$ cat src/rtl/condicionador_pkg.sv
// Shared types and default constants for the push-button conditioner.
package condicionador_pkg;

    localparam int unsigned DEBOUNCE_CICLOS_PADRAO = 50000;
    localparam int unsigned CONTAGEM_LARG          = 8;

    typedef enum logic [1:0] {
        SOLTO            = 2'd0,
        CONFIRMA_PRESS   = 2'd1,
        PRESSIONADO      = 2'd2,
        CONFIRMA_SOLTURA = 2'd3
    } estado_t;

endpackage

$ cat src/rtl/condicionador_botao_sincronizador.sv
// Two-flop synchronizer for the raw key pin; reset loads the released level.
module sincronizador #(
    parameter bit VALOR_RESET = 1'b1
) (
    input  logic clock,
    input  logic reset,
    input  logic d,
    output logic q
);

    logic meta;

    always_ff @(posedge clock) begin
        if (reset) begin
            meta <= VALOR_RESET;
            q    <= VALOR_RESET;
        end else begin
            meta <= d;
            q    <= meta;
        end
    end

endmodule

$ cat src/rtl/condicionador_botao.sv
// Debounces a raw key, emits one pulse per confirmed press and counts presses.
module condicionador_botao
    import condicionador_pkg::*;
#(
    parameter int unsigned DEBOUNCE_CICLOS = DEBOUNCE_CICLOS_PADRAO,
    parameter bit          ATIVO_BAIXO     = 1'b1
) (
    input  logic                     clock,
    input  logic                     reset,
    input  logic                     botao_bruto,
    output logic                     pulso,
    output logic                     nivel,
    output logic [CONTAGEM_LARG-1:0] contagem
);

    localparam int unsigned      CNT_W   = $clog2(DEBOUNCE_CICLOS);
    localparam logic [CNT_W-1:0] CNT_MAX = CNT_W'(DEBOUNCE_CICLOS - 1);

    estado_t          estado;
    logic [CNT_W-1:0] cnt;
    logic             bruto_sinc;
    logic             p;

    sincronizador #(
        .VALOR_RESET (ATIVO_BAIXO)
    ) u_sincronizador (
        .clock (clock),
        .reset (reset),
        .d     (botao_bruto),
        .q     (bruto_sinc)
    );

    // Normalise to active-high "pressed".
    assign p = ATIVO_BAIXO ? ~bruto_sinc : bruto_sinc;

    // Debounce FSM; the counter is cleared on every state change so it never passes CNT_MAX.
    always_ff @(posedge clock) begin
        if (reset) begin
            estado   <= SOLTO;
            cnt      <= '0;
            pulso    <= 1'b0;
            nivel    <= 1'b0;
            contagem <= '0;
        end else begin
            pulso <= 1'b0;
            case (estado)
                SOLTO: begin
                    if (p) begin
                        estado <= CONFIRMA_PRESS;
                        cnt    <= '0;
                    end
                end
                CONFIRMA_PRESS: begin
                    if (!p) begin
                        estado <= SOLTO;
                        cnt    <= '0;
                    end else if (cnt == CNT_MAX) begin
                        estado   <= PRESSIONADO;
                        cnt      <= '0;
                        pulso    <= 1'b1;
                        nivel    <= 1'b1;
                        contagem <= contagem + CONTAGEM_LARG'(1);
                    end else begin
                        cnt <= cnt + CNT_W'(1);
                    end
                end
                PRESSIONADO: begin
                    if (!p) begin
                        estado <= CONFIRMA_SOLTURA;
                        cnt    <= '0;
                    end
                end
                CONFIRMA_SOLTURA: begin
                    if (p) begin
                        estado <= PRESSIONADO;
                        cnt    <= '0;
                    end else if (cnt == CNT_MAX) begin
                        estado <= SOLTO;
                        cnt    <= '0;
                        nivel  <= 1'b0;
                    end else begin
                        cnt <= cnt + CNT_W'(1);
                    end
                end
                default: begin
                    estado <= SOLTO;
                    cnt    <= '0;
                    nivel  <= 1'b0;
                end
            endcase
        end
    end

endmodule

$ cat config.mk
export PLATFORM = sky130hd
export DESIGN_NAME = condicionador_botao
export DESIGN_NICKNAME = d
export VERILOG_FILES = /design/src/rtl/condicionador_pkg.sv /design/src/rtl/condicionador_botao_sincronizador.sv /design/src/rtl/condicionador_botao.sv
export SDC_FILE = /design/constraint.sdc
export NUM_CORES = 1
export LEC_CHECK = 0
export BUFFER_PORTS_ARGS = -buffer_cell sky130_fd_sc_hd__buf_2
export CORE_ASPECT_RATIO = 2
export CORE_MARGIN = 5
export CORE_UTILIZATION = 35
export DETAILED_ROUTE_END_ITERATION = 8
export GPL_ROUTABILITY_DRIVEN = 0
export SETUP_SLACK_MARGIN = 0.02
export SLEW_MARGIN = 10
export SYNTH_ARGS = -nofsm -noshare
export SYNTH_HDL_FRONTEND = slang
export SYNTH_SLANG_ARGS = --single-unit
$ cat constraint.sdc
create_clock -name clock -period 1.85 [get_ports clock]
set_clock_uncertainty 0.2 [all_clocks]
set_input_delay 0.37 -clock clock [delete_from_list [all_inputs] [get_ports clock]]
set_output_delay 0.37 -clock clock [all_outputs]
set_load 0.02 [all_outputs]
==> results.md <==
- Outcome: complete, but fails checks
- Failing checks: setup timing
- Drt wl/cell: 15.7 um
- Placed cell area: approximately 1900 sq um
- WHS Path Cells: 2
- Min Tclk post-route: between 1500 and 2000 ps
- Final hold vios: 0
- Mapped Nets: about 180
- RSZ-0062 raised after global routing: true
- Setup violators final: 14
- FF-to-FF End: contagem[7]
- Area leader, netlist: dfxtp_1
- P_leak: approximately 0.00083 uW
- Peak VDD IR: 0.000425 V
- CTS tree: done
- Max frequency: between 500 and 600 MHz
- Sequential cell area: 611 sq um
- HP Class: in2reg
- Vias: 1,611
- Routed Antenna Nets: 0
- Endpoint, Worst Hold: u_sincronizador.meta
- Share of cells above drive strength 1: 42.8%
- Syn_area_per_cell: 8.59 sq um
- Drc violations: 0
- Drt pass-1 iters: 4
- Setup slack at placement: -79.1 ps
- Ys flop type: dfxtp_1
- Clock sinks: 30
- Worst Setup End Kind: register
- Layout area overhead: 46.9%
- Hold Buf Count CTS: 0
- Clk slew on worst S/H paths: 60 ps
- Filler cells: 420
- Cell count after synthesis: 179
- First-pass GRT wire length: between 7 and 8 mm
- HPWL after detailed placement: 3.13 mm
- Cell Area, Synth: 1540 sq um
- Slew headroom: between 70% and 80%
- Die W: 56.9 um
- R2R setup slack: -70 ps
- Final WL: roughly 4.4 mm
- Synth Register Bits: 30
- Slew Viols, Final: 0
- Global route overflow: 0
- Vias in the first global route: approximately 1,600
- Layout Nets: 233
- Initial DRC count: 41
- WP data arrival: 1930 ps
- Max Cap Violations: 0
- Synth cell types: 42
- CP Launch Type: register
- N_diodes: 0
- CP Class: reg2reg
- Area contributors post-synth: dfxtp_1 39%, a31oi_1 6.5%, nand3_1 3.9%
- Initial Utilization: 35.8%
- PnR worst setup slack: -66.4 ps
- HP Start: botao_bruto
- Total GRT Usage: 15.5%
- Chip height: 104 um
- Site row count: 34
- Pwr Density: 598 nW/um^2
- Port-buffer cells: 12
- Die ar.: 5900 sq um
- Skew-Pair Late Insertion Delay: 280 ps
- TritonCTS Buffers: 5
- Commonest cells in the netlist: 30 x dfxtp_1, 16 x a31oi_1, 14 x nand2_1
- R2R cell count: 6
- Yosys Warn Count: 0
- Placed cell count: between 200 and 300
- IO Count: 13
- Register area share after synthesis: 39.1%
- Cell Count, Final, Fillers Out: between 200 and 300
- Largest net degree at the start of global routing: 18
- Vias per cell: 5.69
- Multi-input gate area: between 1000 and 1500 sq um
- RR Startpoint: cnt[13]
- Async SR Flop Fraction: 0%
- Top cell type's share of synthesized area: between 30% and 40%
- Tcrit/Tclk final: 104%
- Area of the core: about 4300 sq um
- Clk buf depth: 2
- Required @ worst endpoint: between 1500 and 2000 ps
- CTS HTree Levels: 2
- Post-synth EDFFs: 0
- Slew @ Worst Pin: between 300 and 400 ps
- Clock tree root driver cell: clkbuf_8
- Most frequent cell after synthesis: dfxtp_1
- Post-layout instance area: 2260 sq um
- CP max FO: 7
- Initial antenna violation count: 0
-- power by group --
part / switching (uW) / internal, uW
Sequential: 4.52 / 652
Clock: 249 / 375
Combinational: 41.4 / 29.2
-- worst max path at each step --
stage	start	to	slack [ps]	cells past startpoint
2_1_floorplan	cnt[0]	contagem[0]	-70	7
3_3_place_gp	cnt[0]	cnt[10]	-60	7
3_5_place_dp	cnt[14]	contagem[2]	-80	6
4_1_cts	cnt[13]	contagem[7]	-60	6
5_1_grt	cnt[15]	contagem[2]	-180	6
6_report	cnt[13]	contagem[7]	-70	6
-- final cells by class --
cell class              instances  area share, %
clock buffers                   8           4.87
inverters                       3          0.498
multi-input cells             133           46.3
flip-flops and latches         30           27.0
well taps                      54           2.99
repair buffers                 55           18.3
-- critical path: stages (launching register included) --
cell and delay, ps:
dfxtp_2 330, nor4bb_4 270, buf_4 150, nand4_1 120, buf_6 180, or4_1 460, a21oi_1 130
-- cell families (layout without fill, tap and decap cells) --
family,after synthesis,count (layout),share of synthesized area (%)
AO/OA/AOI/OAI,47,47,19.8
XOR/XNOR,3,3,1.71
adder cells (fa/ha/maj),2,2,1.63
buffers and inverters,16,66,4.64
flip-flops,30,30,39.1
multiplexers,2,2,1.38
AND/OR/NAND/NOR,79,79,31.8
-- layout by cell type, fill, tap and decap left out, drive strengths merged, types with 7 or more instances in the layout --
cell	synthesis	routed
a21oi	9	9
a31oi	16	16
and3	7	7
buf	8	55
clkbuf	5	8
dfxtp	30	30
nand2	14	14
nand3	12	12
nand4	7	7
o21ai	7	7
-- routing by layer --
metal  up-vias  GRT usage (%)  wire length (um)
li1        788              -                 -
met3        12           3.24               137
met1       779           13.4              1480
met4         0           6.63               105
met2        32           31.6              2720
met5         -              0                 0
-- state kept, by name, indices dropped and copies added (netlist names), named ones only --
| signal | flops |
|---|---|
| pulso | 1 |
| u_sincronizador.q | 1 |
| contagem | 8 |
| nivel | 1 |
| cnt | 16 |
| u_sincronizador.meta | 1 |
| estado | 1 |
-- timing repair --
item,CTS,global route
endpoints found under the setup margin,16,27
resized for setup,23,16
buffers inserted,5,0
pin swaps,12,3
-- through the flow --
stage               TNS, ps  power (uW)  hold slack (ps)  util [%]
finish                 -354        1350             69.8      52.6
global route          -2790        1400             71.1      52.6
CTS                    -220        1350             67.9      50.3
detailed placement     -485         731              198      44.4
global placement       -386         731              190      44.4
floorplan              -131         706              189         -
(Power assumes the default switching activity.)
